[src/rtl/bcd_counter_n.sv]
// bcd_counter_n: DIGITS-wide BCD up/down counter with synchronous load and
// seven-segment display outputs.
//
// Parameters
//   DIGITS    number of BCD digits (1..8)
//   SCAN_DIV  clock cycles each digit is shown in scan mode (>= 2)
//
// Ports
//   clk       clock, all state changes on its rising edge
//   rst       asynchronous active-high reset
//   en        count enable
//   up        direction: 1 = up, 0 = down
//   load      synchronous load strobe (beats en)
//   load_num  load value, digit i in bits [4i+3:4i]; digits > 9 load as 0
//   q_out     registered BCD count
//   tc        terminal count (combinational), never set while load = 1
//   load_err  registered flag, high for the one cycle after a load that
//             contained a digit > 9
//
// Display configuration (macro BCD_COUNTER_SCAN_EN)
//   defined:   seg [7:0]        registered encoding of the selected digit
//              an  [DIGITS-1:0] one-hot active-low digit select, aligned with seg
//   undefined: seg_all [8*DIGITS-1:0] byte i = combinational encoding of digit i
// Segment bytes are active-low with bit 7 (dp) held at 1 (off).

module bcd_counter_n #(
    parameter int unsigned DIGITS   = 4,
    parameter int unsigned SCAN_DIV = 16
) (
    input  logic                  clk,
    input  logic                  rst,
    input  logic                  en,
    input  logic                  up,
    input  logic                  load,
    input  logic [4*DIGITS-1:0]   load_num,
    output logic [4*DIGITS-1:0]   q_out,
    output logic                  tc,
    output logic                  load_err,
`ifdef BCD_COUNTER_SCAN_EN
    output logic [7:0]            seg,
    output logic [DIGITS-1:0]     an
`else
    output logic [8*DIGITS-1:0]   seg_all
`endif
);

    function automatic logic [7:0] seg_enc(input logic [3:0] d);
        logic [7:0] s;
        case (d)
            4'd0:    s = 8'hC0;
            4'd1:    s = 8'hF9;
            4'd2:    s = 8'hA4;
            4'd3:    s = 8'hB0;
            4'd4:    s = 8'h99;
            4'd5:    s = 8'h92;
            4'd6:    s = 8'h82;
            4'd7:    s = 8'hF8;
            4'd8:    s = 8'h80;
            4'd9:    s = 8'h90;
            default: s = 8'hFF;
        endcase
        return s;
    endfunction

    logic [DIGITS-1:0][3:0] cnt_q, cnt_d;
    logic                   load_err_q, load_err_d;
    logic                   all_nine, all_zero;

    // Terminal-count detection on the registered count.
    always_comb begin
        all_nine = 1'b1;
        all_zero = 1'b1;
        for (int i = 0; i < int'(DIGITS); i++) begin
            all_nine = all_nine & (cnt_q[i] == 4'd9);
            all_zero = all_zero & (cnt_q[i] == 4'd0);
        end
    end

    assign tc = en & ~load & ((up & all_nine) | (~up & all_zero));

    // Next count. The ripple flag carries (up) or borrows (down) from digit i
    // into digit i+1 within the same cycle.
    always_comb begin : next_count
        logic       ripple;
        logic [3:0] ld;
        cnt_d      = cnt_q;
        load_err_d = 1'b0;
        ripple     = 1'b1;
        ld         = 4'd0;
        if (load) begin
            for (int i = 0; i < int'(DIGITS); i++) begin
                ld = load_num[4*i +: 4];
                if (ld > 4'd9) begin
                    cnt_d[i]   = 4'd0;
                    load_err_d = 1'b1;
                end else begin
                    cnt_d[i] = ld;
                end
            end
        end else if (en) begin
            for (int i = 0; i < int'(DIGITS); i++) begin
                if (ripple) begin
                    if (up) begin
                        if (cnt_q[i] == 4'd9) begin
                            cnt_d[i] = 4'd0;
                        end else begin
                            cnt_d[i] = cnt_q[i] + 4'd1;
                            ripple   = 1'b0;
                        end
                    end else begin
                        if (cnt_q[i] == 4'd0) begin
                            cnt_d[i] = 4'd9;
                        end else begin
                            cnt_d[i] = cnt_q[i] - 4'd1;
                            ripple   = 1'b0;
                        end
                    end
                end
            end
        end
    end

    always_ff @(posedge clk or posedge rst) begin
        if (rst) begin
            cnt_q      <= '0;
            load_err_q <= 1'b0;
        end else begin
            cnt_q      <= cnt_d;
            load_err_q <= load_err_d;
        end
    end

    assign q_out    = cnt_q;
    assign load_err = load_err_q;

`ifdef BCD_COUNTER_SCAN_EN
    localparam int unsigned PW = (SCAN_DIV > 1) ? $clog2(SCAN_DIV) : 1;
    localparam int unsigned IW = (DIGITS > 1) ? $clog2(DIGITS) : 1;

    logic [PW-1:0] presc_q, presc_d;
    logic [IW-1:0] idx_q, idx_d;
    logic [7:0]    seg_q, seg_d;

    always_comb begin
        presc_d = presc_q + PW'(1);
        idx_d   = idx_q;
        if (presc_q == PW'(SCAN_DIV - 1)) begin
            presc_d = '0;
            idx_d   = (idx_q == IW'(DIGITS - 1)) ? '0 : idx_q + IW'(1);
        end
        // Encode from next-state values so the registered seg lines up with
        // the digit select derived from idx_q in the same cycle.
        seg_d = seg_enc(cnt_d[idx_d]);
    end

    always_ff @(posedge clk or posedge rst) begin
        if (rst) begin
            presc_q <= '0;
            idx_q   <= '0;
            seg_q   <= 8'hC0;  // encoding of digit 0 after reset
        end else begin
            presc_q <= presc_d;
            idx_q   <= idx_d;
            seg_q   <= seg_d;
        end
    end

    assign seg = seg_q;
    assign an  = ~(DIGITS'(1) << idx_q);
`else
    for (genvar g = 0; g < int'(DIGITS); g++) begin : g_seg
        assign seg_all[8*g +: 8] = seg_enc(cnt_q[g]);
    end
`endif

endmodule

[config.mk]
export PLATFORM = sky130hd
export DESIGN_NAME = bcd_counter_n
export DESIGN_NICKNAME = d
export VERILOG_FILES = /design/src/rtl/bcd_counter_n.sv
export SDC_FILE = /design/constraint.sdc
export NUM_CORES = 1
export LEC_CHECK = 0
export CELL_PAD_IN_SITES_DETAIL_PLACEMENT = 1
export CELL_PAD_IN_SITES_GLOBAL_PLACEMENT = 2
export CORE_ASPECT_RATIO = 2
export CORE_UTILIZATION = 26
export CTS_CLUSTER_SIZE = 20
export DETAILED_ROUTE_END_ITERATION = 6
export MAX_ROUTING_LAYER = met4
export PLACE_DENSITY_LB_ADDON = 0.2
export SYNTH_ARGS = -nofsm -noshare
export SYNTH_HDL_FRONTEND = slang
export SYNTH_SLANG_ARGS = --single-unit
[constraint.sdc]
create_clock -name clk -period 2.7 [get_ports clk]
set_input_delay 0.405 -clock clk [delete_from_list [all_inputs] [get_ports clk]]
set_output_delay 0.405 -clock clk [all_outputs]
set_load 0.02 [all_outputs]
==> results.py <==
metrics = {
    "status": {
        "run_status": "finished clean",
    },
    "finish": {
        "design_area_mm2": 0.00334,
        "fin_util": 0.400,
        "layout-drive-gt1-share": 0.158,
        "final_common_cell": "clkdlybuf4s50_1",
        "regArea_um2": 427,
        "n_antenna_cell": 0,
        "multi_input_area_mm2": 0.00166,
        "final_cell_mix": "clkdlybuf4s50_1 (61), buf_4 (39), o21ai_0 (35), nor2_1 (34)",
        "nets": 448,
        "area_delta_synth_final_pct": 47.4,
        "n_fill_cell": 1064,
    },
    "timing": {
        "fin_crit_ps": 2570,
        "worstMarginPinSlew_ps": 765,
        "slew_viol_final": 0,
        "rsz0062_at_grt": "false",
        "finClkSkew_ps": 2.35,
        "fin_crit_sh": 0.952,
        "slew_headroom": 0.489,
        "setup_tns_ps": 0,
        "finalSetupViolations": 0,
        "holdWs_ps": 589,
        "fmax_mhz": 389,
        "hold_violations": 0,
    },
    "yosys": {
        "yosysSeqAreaShare": 0.188,
        "synthArstFlopShare": 1.00,
        "syn_area_mm2": 0.00226,
        "synth_flop_cell": "dfrtp_1",
        "ys_types": 51,
        "synth_edf_count": 0,
        "yosysWarningCount": 0,
        "synth-seq-cells": 17,
        "synth.avg_cell_area_um2": 7.16,
        "synth_cells": 316,
    },
    "die": {
        "initial_core_util": 0.271,
        "rows": 47,
        "fp.dieW_um": 68.0,
        "die_y_um": 134,
        "core-area_mm2": 0.00835,
        "die_area_mm2": 0.00911,
        "ios": 71,
    },
    "clock_tree": {
        "numCtsBuffers": 3,
        "clockBufferDepth": 2,
        "clk_latency_ps": 260,
        "clock_tree.root_cell": "clkbuf_16",
        "path_clk_slew_ps": 50,
        "cts_tree": "yes",
        "htreeDepth": 1,
        "cts_sinks": 17,
        "cts.hold.buffers_added": 0,
    },
    "worst_setup_path": {
        "worst-path-max-fanout": 9,
        "worst_path_largest_cell_delay_ps": 620,
        "required_ps": 2300,
        "crit_family": "buffers and inverters",
        "crit_slowest_cell": "clkdlybuf4s50_1",
        "crit_chain": "inv_1 -> ha_1 -> buf_4 -> ha_1 -> a21oi_1 -> clkdlybuf4s50_1",
        "worst-path-buf-inv": 3,
        "critical_path_arrival_ps": 2170,
        "crit_path_frequent_cell": "ha_1",
        "critPathLaunchType": "register",
        "path_class": "register to output port",
        "endpoint_kind": "output port",
    },
    "routing": {
        "drt-initial-drc-count": 82,
        "via_per_inst": 5.21,
        "drc": 0,
        "wl_um": 8670,
        "avgRoutedWirePerCell_um": 17.2,
        "routed-via-count": 2624,
        "dr.pass1.iters": 3,
        "antenna_left": 0,
    },
    "placed_design": {
        "port_buffers": 66,
        "gp_congestion": 0.832,
        "dpl_cell_area_mm2": 0.00325,
        "dpl.hpwl_um": 6980,
    },
    "global_route": {
        "grt-ovfl-total": 0,
        "grt_max_degree": 35,
        "antenna_found_initial": 0,
        "grt_pass1_vias": 2737,
        "grt.total_usage": 0.209,
        "grt_pass1_wl_um": 14000,
    },
    "min_path": {
        "hold_class": "input port to asynchronous set/reset pin",
    },
    "power": {
        "p_leak_nw": 1.44,
        "power.density_mw_per_mm2": 718,
        "ir_drop_mv": 0.294,
    },
    "job": {
        "cap_violations": 0,
    },
}
[metal layers]
metal  wire length (um)  global-route usage  up-vias
met2               5050               0.396       39
met5                  0                   -        -
met3                140             0.00765       10
met1               3320               0.217     1273
li1                   -                   -     1302
met4                160              0.0648        0
[timing repair]
| action | CTS | global route |
|---|---|---|
| gates resized for setup | 2 | 4 |
| setup buffers | 0 | 0 |
| hold endpoints to repair | 0 | 0 |
| setup endpoints to repair | 2 | 4 |
[sequential cells by signal (all words and copies together) (netlist names)]
signal    flops
q_out        16
load_err      1
[path summary, 6_finish.rpt]
kind / startpoint / endpoint / slack, ps / cells past startpoint
max reg2reg: q_out[4]$_DFFE_PP0P_ / q_out[15]$_DFFE_PP0P_ / 600 / 8
min in group clk: q_out[8]$_DFFE_PP0P_ / q_out[8]$_DFFE_PP0P_ / 680 / 1
max in group asynchronous: rst / q_out[8]$_DFFE_PP0P_ / 1580 / 2
min: rst / q_out[1]$_DFFE_PP0P_ / 590 / 2
min reg2reg: q_out[8]$_DFFE_PP0P_ / q_out[8]$_DFFE_PP0P_ / 680 / 1
max: q_out[8]$_DFFE_PP0P_ / seg_all[20] / 130 / 6
[cells by family (layout without fill, tap and decap cells)]
group	count (synthesis)	in the layout	share of synthesized area
other	1	4	0.00166
AND/OR/NAND/NOR	112	112	0.240
multiplexers	11	11	0.0531
AO/OA/AOI/OAI	106	106	0.294
flip-flops	17	17	0.188
XOR/XNOR	7	7	0.0271
adder cells (fa/ha/maj)	20	20	0.111
buffers and inverters	42	129	0.0857
[stage by stage]
step | setup slack, ps | instances | power, mW
global placement | 138 | 500 | 2.09
CTS | 51.4 | 504 | 2.43
floorplan | 553 | 319 | 1.31
detailed placement | 147 | 500 | 2.11
global route | 8.85 | 504 | 2.59
finish | 129 | 504 | 2.40
[cell type report]
type | instances | share of cell area
well taps | 98 | 0.0367
flip-flops and latches | 17 | 0.128
multi-input cells | 260 | 0.496
clock buffers | 4 | 0.0236
inverters | 19 | 0.0214
repair buffers | 106 | 0.294
[report_power, final]
group          switching (mW)  internal [mW]
clock                   0.110          0.201
combinational           0.932          0.788
sequential             0.0626          0.303
total                    1.10           1.29
[Yosys cell counts, drive strengths merged, types with 5 or more instances]
cell type  instances  area (um2)
or2                5        31.3
inv               17        63.8
ha                20         250
nor3               8        45.0
o21ai             36         184
nand3             10        50.1
nor2              34         128
nand3b             5        37.5
mux2               8        90.1
a21oi             30         165
nand2b             7        43.8
dfrtp             17         425
o31ai              7        52.6
a31oi             14         103
nand2             28         105
nor4               5        31.3
buf               15        92.6
clkbuf             8        30.0
No activity file was read; power rests on OpenSTA's default activity.
